## src/rtl/mem_arbiter_pkg.sv

```systemverilog
// rtl/mem_arbiter_pkg.sv - shared widths, defaults and state type for the memory arbiter
package mem_arbiter_pkg;
    localparam int ADDR_SIZE       = 32;
    localparam int WD_SIZE         = 32;
    localparam int MEM_ARB_NUM_REQ = 2;
    localparam int MEM_LATENCY     = 2;

    typedef enum logic [1:0] {IDLE, ACCESS, RESP} arb_state_t;
endpackage

```

## src/rtl/mem_arbiter_rr.sv

```systemverilog
// rtl/mem_arbiter_rr.sv - combinational round-robin pick starting after last_grant
module rr_arbiter
    import mem_arbiter_pkg::*;
#(
    parameter int NUM_REQ = MEM_ARB_NUM_REQ,
    parameter int ID_W    = $clog2(NUM_REQ)
) (
    input  logic [NUM_REQ-1:0] req,
    input  logic [ID_W-1:0]    last_grant,
    output logic [NUM_REQ-1:0] grant,
    output logic [ID_W-1:0]    grant_id
);

    // Scan from lowest to highest priority so the last hit is the winner.
    always_comb begin
        int              idx;
        logic [ID_W-1:0] sel;
        idx      = 0;
        sel      = '0;
        grant    = '0;
        grant_id = '0;
        for (int i = NUM_REQ; i >= 1; i--) begin
            idx = int'(last_grant) + i;
            if (idx >= NUM_REQ) begin
                idx = idx - NUM_REQ;
            end
            sel = idx[ID_W-1:0];
            if (req[sel]) begin
                grant      = '0;
                grant[sel] = 1'b1;
                grant_id   = sel;
            end
        end
    end

endmodule

```

## src/rtl/mem_arbiter.sv

```systemverilog
// rtl/mem_arbiter.sv - round-robin sharing of a single-port memory, one access in flight
module mem_arbiter
    import mem_arbiter_pkg::*;
#(
    parameter int NUM_REQ = MEM_ARB_NUM_REQ,
    parameter int LATENCY = MEM_LATENCY,
    parameter int ID_W    = $clog2(NUM_REQ)
) (
    input  logic                               clk,
    input  logic                               reset,
    input  logic [NUM_REQ-1:0]                 req_valid,
    output logic [NUM_REQ-1:0]                 req_ready,
    input  logic [NUM_REQ-1:0][ADDR_SIZE-1:0]  req_addr,
    input  logic [NUM_REQ-1:0]                 req_rd_wr,
    input  logic [NUM_REQ-1:0][WD_SIZE-1:0]    req_wr_data,
    output logic [NUM_REQ-1:0]                 rsp_valid,
    output logic [WD_SIZE-1:0]                 rsp_rd_data,
    output logic [ADDR_SIZE-1:0]               mem_addr,
    output logic                               mem_rd_wr,
    output logic                               mem_op_en,
    output logic [WD_SIZE-1:0]                 mem_wr_data,
    input  logic [WD_SIZE-1:0]                 mem_rd_data
);

    localparam int CNT_W = $clog2(LATENCY + 1);

    arb_state_t           state_q, state_d;
    logic [CNT_W-1:0]     cnt_q, cnt_d;
    logic [ID_W-1:0]      last_q, last_d;
    logic [ID_W-1:0]      id_q, id_d;
    logic [ADDR_SIZE-1:0] addr_q, addr_d;
    logic                 rd_wr_q, rd_wr_d;
    logic [WD_SIZE-1:0]   wr_data_q, wr_data_d;
    logic [WD_SIZE-1:0]   rsp_data_q, rsp_data_d;
    logic [NUM_REQ-1:0]   grant;
    logic [ID_W-1:0]      grant_id;

    rr_arbiter #(.NUM_REQ(NUM_REQ), .ID_W(ID_W)) u_rr (
        .req        (req_valid),
        .last_grant (last_q),
        .grant      (grant),
        .grant_id   (grant_id)
    );

    always_comb begin
        state_d    = state_q;
        cnt_d      = cnt_q;
        last_d     = last_q;
        id_d       = id_q;
        addr_d     = addr_q;
        rd_wr_d    = rd_wr_q;
        wr_data_d  = wr_data_q;
        rsp_data_d = rsp_data_q;
        case (state_q)
            IDLE: begin
                if (|req_valid) begin
                    id_d      = grant_id;
                    addr_d    = req_addr[grant_id];
                    rd_wr_d   = req_rd_wr[grant_id];
                    wr_data_d = req_wr_data[grant_id];
                    cnt_d     = CNT_W'(LATENCY - 1);
                    state_d   = ACCESS;
                end
            end
            ACCESS: begin
                if (cnt_q == '0) begin
                    rsp_data_d = rd_wr_q ? '0 : mem_rd_data;
                    state_d    = RESP;
                end else begin
                    cnt_d = cnt_q - CNT_W'(1);
                end
            end
            RESP: begin
                last_d  = id_q;
                state_d = IDLE;
            end
            default: state_d = IDLE;
        endcase
    end

    // Async reset aborts any access in flight; the response is never issued.
    always_ff @(posedge clk or posedge reset) begin
        if (reset) begin
            state_q    <= IDLE;
            cnt_q      <= '0;
            last_q     <= ID_W'(NUM_REQ - 1);
            id_q       <= '0;
            addr_q     <= '0;
            rd_wr_q    <= 1'b0;
            wr_data_q  <= '0;
            rsp_data_q <= '0;
        end else begin
            state_q    <= state_d;
            cnt_q      <= cnt_d;
            last_q     <= last_d;
            id_q       <= id_d;
            addr_q     <= addr_d;
            rd_wr_q    <= rd_wr_d;
            wr_data_q  <= wr_data_d;
            rsp_data_q <= rsp_data_d;
        end
    end

    assign req_ready   = (state_q == IDLE) ? grant : '0;
    assign mem_op_en   = (state_q == ACCESS);
    assign mem_addr    = mem_op_en ? addr_q : '0;
    assign mem_rd_wr   = mem_op_en & rd_wr_q;
    assign mem_wr_data = mem_op_en ? wr_data_q : '0;
    assign rsp_rd_data = (state_q == RESP) ? rsp_data_q : '0;

    always_comb begin
        rsp_valid = '0;
        if (state_q == RESP) begin
            rsp_valid[id_q] = 1'b1;
        end
    end

endmodule

```

## config.mk

```make
export PLATFORM = sky130hd
export DESIGN_NAME = mem_arbiter
export DESIGN_NICKNAME = d
export VERILOG_FILES = /design/src/rtl/mem_arbiter_pkg.sv /design/src/rtl/mem_arbiter_rr.sv /design/src/rtl/mem_arbiter.sv
export SDC_FILE = /design/constraint.sdc
export NUM_CORES = 1
export LEC_CHECK = 0
export CORE_UTILIZATION = 37
export DETAILED_ROUTE_END_ITERATION = 8
export GPL_TIMING_DRIVEN = 0
export PLACE_DENSITY = 0.8
export SETUP_SLACK_MARGIN = 0.15
export SYNTH_ARGS = -nofsm -noshare
export SYNTH_HDL_FRONTEND = slang
export SYNTH_HIERARCHICAL = 1
export SYNTH_SLANG_ARGS = --single-unit
```

## constraint.sdc

```tcl
create_clock -name clk -period 2.8 [get_ports clk]
set_input_delay 0.28 -clock clk [delete_from_list [all_inputs] [get_ports clk]]
set_output_delay 0.28 -clock clk [all_outputs]
set_load 0.02 [all_outputs]
```

==> reports/metrics.cfg <==
[timing]
finalSetupTns_ps=0
final-hold-violation-count=0
fin_worst_skew_ps=4.960
fin_crit_ps=2523
setup_viol=0
worstMarginPinSlew_ps=464.6
final.period_utilization_pct=90.10
fmax_ghz=0.3964
slew-limit-headroom_pct=68.96
timing.hold.ws_ps=312.3
slew_violations=0
grt_setup_unrepaired=false

[floorplanning]
fp.dieW_um=124.1
die_area_um2=15400
die_y_um=124.1
ios=268
core_area_um2=14530
rows=44
start_util_pct=37.96

[final_layout]
drive_gt1_share_pct=22.94
layout_common_cells=clkdlybuf4s50_1, mux2_2, dfrtp_1
layout_commonest_cell=clkdlybuf4s50_1
fin_util_pct=60.49
final_nets=938
syn2layout_area_growth_pct=59.36
fin_cells=960
antenna_cells=0

[placement]
port_buffers=267
post-dp-hpwl_mm=12.52
place_inst=944
gp_congestion=0.7800

[route]
dr.first_iter.drc_count=150
firstDrtPassIters=4
drcViolationCount=0
routed_via_density=4.766
num_vias=4575
routed_wl_mm=15.90
wl_per_cell_um=16.57
ant_nets=0

[power]
power.switching_mw=3.216
power.density_nw_per_um2=989.3
combPwrFrac_pct=56.0
ir_worst_vdd_mv=0.5062
power_mw=8.697
p_sw_share_pct=36.98
clkPwrFrac_pct=14.6
internal-power_mw=5.481
pwr-share-seq_pct=29.4
p_leak_nw=3.678

[synthesis]
synth_seq_area_share_pct=46.75
yosysWarnings=6
yosysUniqueCellTypes=27
syn_nets=658
async_reset_ff_share_pct=100.0
syn_area_um2=5517
syn-instance-count=491
syn_avg_cell_area_um2=11.24
ys_seq_elements=103
ys.flop_type=dfrtp_1
synth_edf_count=0

[worst_setup_path]
cp.arrival_ps=2240
crit_required_ps=2520
path_class=reg2out
crit_fanout=10
crit_path_end_kind=output port
startpoint_type=flip-flop

[clock_tree]
cts_made_buffers=9
cts_tree=done
cts_hold_buf=0
cts_sinks=103
htreeDepth=3
clkTransAtPathRegs_ps=70
clk_latency_ps=340
root_buffer=clkbuf_16
clk_path_buf_depth=2

[outcome]
outcome=completed

[job]
maxCapViolCount=0

[global_routing]
grt_pass1_wl_mm=23.79
grt_usage_pct=20.52
overflow=0
grt_pass1_vias=4743
grt_max_degree=44
antenna_found_initial=0

[min_path]
hp-class=in2async

-- cell usage after synthesis, types with 3 or more instances --
master | instances | share of area [%]
dfrtp_1 | 102 | 46
buf_2 | 14 | 1.3
nand2_1 | 33 | 2.2
buf_6 | 5 | 1.0
mux2_1 | 5 | 1.0
clkbuf_1 | 12 | 0.82
mux2_2 | 128 | 26
nand2b_1 | 33 | 3.7
clkbuf_2 | 3 | 0.27
inv_1 | 6 | 0.41
and2_1 | 100 | 11
o21ai_0 | 32 | 2.9
-- what timing repair did --
action / in CTS / in global routing
setup endpoints to repair: 49 / 19
buffers inserted: 0 / 0
hold endpoints to repair: 0 / 0
gates resized for setup: 7 / 9
-- per-layer routing --
layer | GRT usage [%] | wire (um)
met1 | 23.20 | 6219
met2 | 36.64 | 8256
met3 | 4.487 | 985
met4 | 9.449 | 441
met5 | 0 | 0
-- cells by family (layout without fill, tap and decap cells) --
| logic type | count (synthesis) | count (layout) | share of synthesized area [%] |
|---|---|---|---|
| AO/OA/AOI/OAI | 38 | 38 | 3.697 |
| buffers and inverters | 41 | 326 | 3.924 |
| adder cells (fa/ha/maj) | 1 | 1 | 0.2268 |
| flip-flops | 103 | 103 | 46.75 |
| AND/OR/NAND/NOR | 175 | 175 | 18.26 |
| multiplexers | 133 | 133 | 27.15 |
-- final timing paths --
check | start | end | slack [ps] | cells past startpoint
max | state_q[1] | mem_addr[23] | 280 | 5
min | reset | wr_data_q[4] | 310 | 2
max reg2reg | last_q | wr_data_q[2] | 740 | 5
min reg2reg | rsp_data_q[8] | rsp_data_q[8] | 480 | 2
max in group asynchronous | reset | last_q | 1870 | 3
min in group clk | rsp_data_q[8] | rsp_data_q[8] | 480 | 2
-- state kept, by name, indices dropped and copies added (netlist names) --
| name | cells |
|---|---|
| id_q | 1 |
| cnt_q | 2 |
| addr_q | 32 |
| rd_wr_q | 1 |
| state_q | 2 |
| last_q | 1 |
| rsp_data_q | 32 |
| wr_data_q | 32 |
-- worst max-delay path, cell delays in order, from the launching register on --
cell and delay [ps]:
dfrtp_1 480, nor2b_4 190, buf_4 210, buf_2 230, and2_1 160, clkdlybuf4s50_1 630
-- through the flow --
step	worst slack, ps	area, um2
6_report	277.3	8791
3_5_place_dp	223.7	8463
3_3_place_gp	267.7	8423
4_1_cts	158.7	8776
2_1_floorplan	1003	5520
5_1_grt	152.9	8791
-- layout make-up --
type                       count  area, um2
inverter                       6      26.28
buffer                        35      200.2
sequential                   103       2580
multi-input combinational    347       2730
clock inverter                 5      57.56
timing repair buffer         269       2724
tap                          184      230.2
clock buffer                  11      242.7
fill                        1200       5743
-- power groups by stage --
| stage | Combinational (mW) | Sequential, mW | Clock [mW] |
|---|---|---|---|
| after floorplan | 2.94 | 2.44 | 0 |
| after global placement | 4.78 | 2.53 | 0 |
| after detailed placement | 4.93 | 2.57 | 0 |
| after CTS | 4.96 | 2.55 | 1.31 |
| after global routing | 5.25 | 2.65 | 1.37 |
| final | 4.87 | 2.56 | 1.27 |
(Power assumes the default switching activity.)
==> edit 1 (config.mk and constraints unchanged) <==
Make the reset (`reset`) synchronous in one clocked block. Comments in the files are not updated.
--- a/src/rtl/mem_arbiter.sv
+++ b/src/rtl/mem_arbiter.sv
@@ -79,7 +79,7 @@
     end
 
     // Async reset aborts any access in flight; the response is never issued.
-    always_ff @(posedge clk or posedge reset) begin
+    always_ff @(posedge clk) begin
         if (reset) begin
             state_q    <= IDLE;
             cnt_q      <= '0;
Check against the original RTL: differs if reset is asserted again (counterexample within 4 cycles, from zero or initial values and one cycle with reset high); with reset held inactive, the same outputs for 10 cycles.
==> edit 1 against the original RTL <==
Sequential cell count did not move; final area down 4.7%; routed wire length is 4.6% higher; core utilization increased by 1.8 points; area after synthesis fell by 6.3%; sequential share of layout area down 4.7 points; worst setup slack got worse by 0.093 ns; maximum frequency down 3.5%; largest cell class unchanged.
Power is not compared: it rests on default switching activity, and its combinational part moved more than twofold at a synthesized area within 25%.
==> edit 1: results (changes against the original RTL) <==
stage,metric,value,unit,change
logic_synthesis,"EDFF count, synth",0,,unchanged
worst_setup_path,Worst path max stage delay,0.63,ns,about the same
clock_tree,CTS H-tree depth,3,,unchanged
drt,vias per cell,4.953,,+3.9%
final_layout,layout cells sized above 1,0.06444,,-0.1649
logic_synthesis,YS warnings,6,,unchanged
clock_tree,Skew-Pair Late Insertion Delay,0.35,ns,
worst_setup_path,Reg2Reg Depth,5,,unchanged
logic_synthesis,Gate Count Post-Synth,587,,+20%
global_routing,global-route wire length before repair,25.74,mm,+8.2%
logic_synthesis,post-synthesis sequential area ratio,0.3988,,-0.06861
clock_tree,clock slew at reported path FFs,0.07,ns,about the same
placed_design,Post-DP Area,8053,µm²,-4.8%
min_path,worst hold path stage count,2,,
clock_tree,number of CTS-inserted buffers,9,,unchanged
timing,Final setup viols,0,,unchanged
logic_synthesis,unique cell type count in the Yosys netlist,28,,+3.7%
outcome,status,completed,,
final_layout,Post-Layout Cell Count,1045,,+8.9%
timing,Setup TNS Final,0,ns,unchanged
logic_synthesis,Area contributors post-synth,"dfxtp_1 (40%), mux2i_1 (13%), and2_1 (12%), a21oi_1 (9.7%), a211oi_1 (9.4%)",,
logic_synthesis,Post-synth top cells,"dfxtp_1 (103), a21oi_1 (100), and2_1 (100)",,
drt,Pre-Repair DR Iteration Count,4,,unchanged
worst_setup_path,"slowest stage cell, crit path",clkdlybuf4s50_1,,
clock_tree,# Post-CTS Setup Buffers,0,,unchanged
power_and_ir_drop,static leakage,0.003096,µW,
global_routing,pin count of the biggest net entering global routing,17,,-61%
clock_tree,Root Buffer,clkbuf_16,,
worst_setup_path,Top Family by Delay on Critical Path,buffers and inverters,,
timing,max_slew headroom,0.6293,,-0.06029
global_routing,GRT Total Usage,0.2306,,+0.02537
placed_design,# port buffers,266,,-0.37%
drt,drt wl/cell,15.92,µm,-3.9%
placed_design,GPL Wtd Cong,0.7961,,+2.1%
min_path,Worst Hold Class,primary input to flop,,
global_routing,vias in the first global route,5013,,+5.7%
power_and_ir_drop,Max VDD drop,0.2929,mV,
final_layout,Largest regs,"addr_q: 32 flops, rsp_data_q: 32 flops, wr_data_q: 32 flops",,
global_routing,initial antenna violation count,0,,unchanged
timing,clock skew,0.004322,ns,-0.0006375 ns
worst_setup_path,CP max FO,10,,unchanged
final_layout,n_diodes,0,,unchanged
drt,Initial DRC Count,194,,+29%
logic_synthesis,Post-synth ARST share,0,,-1.000
clock_tree,CTS Buffer Depth,2,,unchanged
placed_design,DP HPWL,12.59,mm,+0.52%
logic_synthesis,post-synthesis net count,754,,+15%
==> edit 1: changes by cell type after synthesis, sizes merged, moves of 32 or more <==
cell,unedited run,this run
mux2,133,0
nand2b,33,0
mux2i,0,65
a211oi,0,65
dfrtp,102,0
dfxtp,0,103
nand3b,1,33
a21oi,1,100
o21ai,33,1
==> edit 1: what timing repair did <==
| item | in CTS | in global routing |
|---|---|---|
| hold buffers | 0 | 0 |
| resized for setup | 5 | 7 |
| setup endpoints to repair | 34 | 38 |
==> edit 1: cell type report <==
cell class                      count  area (µm²)
Fill cell                        1260        5072
Multi-Input combinational cell    418        2779
Tap cell                          176       220.2
Inverter                            3       11.26
Clock buffer                       10       229.0
Timing Repair Buffer              266        2663
Clock inverter                      6       85.08
Buffer                             63       331.6
Sequential cell                   103        2062
==> edit 1: worst register-to-register path, cell delays in order, from the launching register on <==
cell and delay, ns:
dfxtp_1 0.32, a21boi_0 0.28, buf_2 0.20, buf_2 0.34, mux2i_1 0.33, a211oi_1 0.13
==> edit 1: kinds of logic (layout without fill, tap and decap cells) <==
family	Yosys count	count (layout)	share of synthesized area
mux	65	65	0.1258
fa+ha+maj	1	1	0.002420
buf+inv	66	348	0.06413
flops	103	103	0.3988
simple gates	182	182	0.2106
compound gates	170	170	0.1982
==> edit 1: final timing paths <==
| kind | slack [ns] | endpoint | start |
|---|---|---|---|
| worst max register to register | 1.06 | addr_q[9]$_SDFFE_PP0P_ | last_q$_SDFFE_PP1N_ |
| worst max-delay path | 0.18 | req_ready[0] | state_q[1]$_SDFFE_PP0P_ |
| worst min-delay path | 0.32 | last_q$_SDFFE_PP1N_ | reset |
| worst min register to register | 0.44 | rsp_data_q[6]$_SDFFE_PP0P_ | rsp_data_q[6]$_SDFFE_PP0P_ |
==> edit 1: per-layer routing <==
metal	vias up	share of wire	GRT usage
li1	2625	-	-
met1	2329	0.41	0.2702
met2	197	0.49	0.3998
met3	25	0.078	0.05991
met4	0	0.023	0.08984
met5	-	0	0
==> edit 1: metrics by stage <==
stage | hold WS [ns] | setup slack [ns]
floorplan | 0.4273 | 1.349
global placement | 0.4341 | 0.4579
detailed placement | 0.4395 | 0.4729
CTS | 0.3019 | 0.1585
global route | 0.3468 | 0.06685
finish | 0.3226 | 0.1847
==> edit 1: report_power, final <==
group	switching [µW]	leakage (µW)	internal, µW
combinational	585	0.00210	610
clock	563	0.000148	781
sequential	77.2	0.000850	1630
==> edit 2 (same flow settings) <==
Without the edit above. The package constant `WD_SIZE` goes from 32 to 16.
--- a/src/rtl/mem_arbiter_pkg.sv
+++ b/src/rtl/mem_arbiter_pkg.sv
@@ -1,7 +1,7 @@
 // rtl/mem_arbiter_pkg.sv - shared widths, defaults and state type for the memory arbiter
 package mem_arbiter_pkg;
     localparam int ADDR_SIZE       = 32;
-    localparam int WD_SIZE         = 32;
+    localparam int WD_SIZE         = 16;
     localparam int MEM_ARB_NUM_REQ = 2;
     localparam int MEM_LATENCY     = 2;
 
Interface: changed (resized mem_rd_data, mem_wr_data, req_wr_data and rsp_rd_data); port bits go from 268 to 188. The function was not compared with the original's and may differ.
==> edit 2 against the original RTL <==
Worst hold slack better by 0.17 ns; sequential cell count down 32; area after synthesis down 30%; final area down 30%; routed wire length down 38%; count of clock-buffer cells in the layout up 2; power down 28%; critical endpoint is now rsp_rd_data[9]; worst setup slack better by 0.041 ns; largest cell class unchanged; critical path depth unchanged; first-iteration DRC count down 32%; clock power down 27%.
==> edit 2: results (changes against the original RTL) <==
stage,metric,value,unit,change
global_routing,grt met1 use,0.2056,,-0.02637
logic_synthesis,Area contributors post-synth,"dfrtp_1 (45%), mux2_2 (26%), and2_1 (11%), mux2_1 (3.2%), buf_6 (2.6%)",,
global_routing,GRT Total Usage,0.1858,,-0.01945
final_layout,nets,651,,-31%
drt,metal3 WL,865,µm,-12%
outcome,status,completed,,
final_layout,clock buf count,13,,+2
logic_synthesis,Post-synth top cells,"mux2_2 (89), dfrtp_1 (70), and2_1 (68)",,
timing,worst slew pin tran,0.8665,ns,+0.4019 ns
final_layout,Signal buf overhead,0.3323,,-0.0003697
drt,drt wl/cell,14.61,µm,-12%
final_layout,num sequential,71,,-31%
final_layout,Largest regs,"addr_q: 32 flops, rsp_data_q: 16 flops, wr_data_q: 16 flops",,
power_and_ir_drop,Max VDD drop,0.4681,mV,-7.5%
drt,met1 wire length,3.942,mm,-37%
clock_tree,Root Buffer,clkbuf_8,,
logic_synthesis,mux contribution to synthesized area,0.2900,,+0.01855
global_routing,met3 Use GR,0.06391,,+0.01904
final_layout,clk tree area frac,0.03633,,+0.002172
global_routing,GR Util met2,0.3278,,-0.03855
final_layout,layout cells sized above 1,0.2402,,+0.01084
logic_synthesis,Post-Synth Adder-Cell Area,0.003223,,+0.0009546
drt,Pre-Repair DR Iteration Count,5,,+1
final_layout,Seq area share,0.2884,,-0.005069
worst_setup_path,Crit path arrival time,2.20,ns,-0.04 ns
logic_synthesis,complex-gate fraction of the synthesized area,0.03513,,-0.001843
final_layout,bufs w/o clock,210,,-31%
final_layout,Fill cells,850,,-29%
placed_design,DP HPWL,7.478,mm,-40%
drt,WL met2,4.880,mm,-41%
clock_tree,post-CTS sizing,3,,-4
global_routing,pin count of the biggest net entering global routing,72,,+64%
final_layout,Multi-In Gates,234,,-33%
==> edit 2: changes by cell type in the layout (fill, tap and decap cells not counted), sizes merged, moves of 4 or more <==
cell           before  now
dfrtp             102   70
clkdlybuf4s50     261  187
o21ai              33   17
clkinvlp            4    0
dlymetal6s2s        5    0
and2              100   68
nand2b             33   16
nand2              33   16
clkbuf             25   20
buf                23   16
mux2              133  100
==> edit 2: worst register-to-register path, cell delays in order, from the launching register on <==
cell and delay, ns:
dfstp_2 0.38, a21boi_0 0.28, buf_6 0.18, buf_4 0.20, mux2_2 0.36, mux2_2 0.27
==> edit 2: through the flow <==
step / area (µm²) / std cells / hold slack [ns]
floorplan: 3882 / 334 / 0.4285
global placement: 5924 / 657 / 0.4537
detailed placement: 5927 / 657 / 0.4671
global route: 6165 / 673 / 0.5133
CTS: 6156 / 673 / 0.4828
finish: 6165 / 673 / 0.4774
==> edit 2: power by group through the flow <==
stage	registers, µW	logic (µW)	clock network (µW)
after global placement	1790	3460	0
after detailed placement	1830	3550	0
after floorplan	1740	2160	0
final	1810	3510	926
after global routing	1870	3790	995
after CTS	1810	3560	952
==> edit 2: worst paths after layout <==
kind	start	to	slack [ns]	cells past startpoint
setup / recovery	state_q[1]$_DFFE_PP0P_	rsp_rd_data[9]	0.32	5
hold / removal	reset	addr_q[5]$_DFFE_PP0P_	0.48	2
setup reg to reg	last_q$_DFFE_PP1N_	wr_data_q[11]$_DFFE_PP0P_	1.02	5
hold reg to reg	rsp_data_q[12]$_DFFE_PP0P_	rsp_data_q[12]$_DFFE_PP0P_	0.48	2
max in group asynchronous	reset	addr_q[23]$_DFFE_PP0P_	1.76	2
min in group clk	rsp_data_q[12]$_DFFE_PP0P_	rsp_data_q[12]$_DFFE_PP0P_	0.48	2
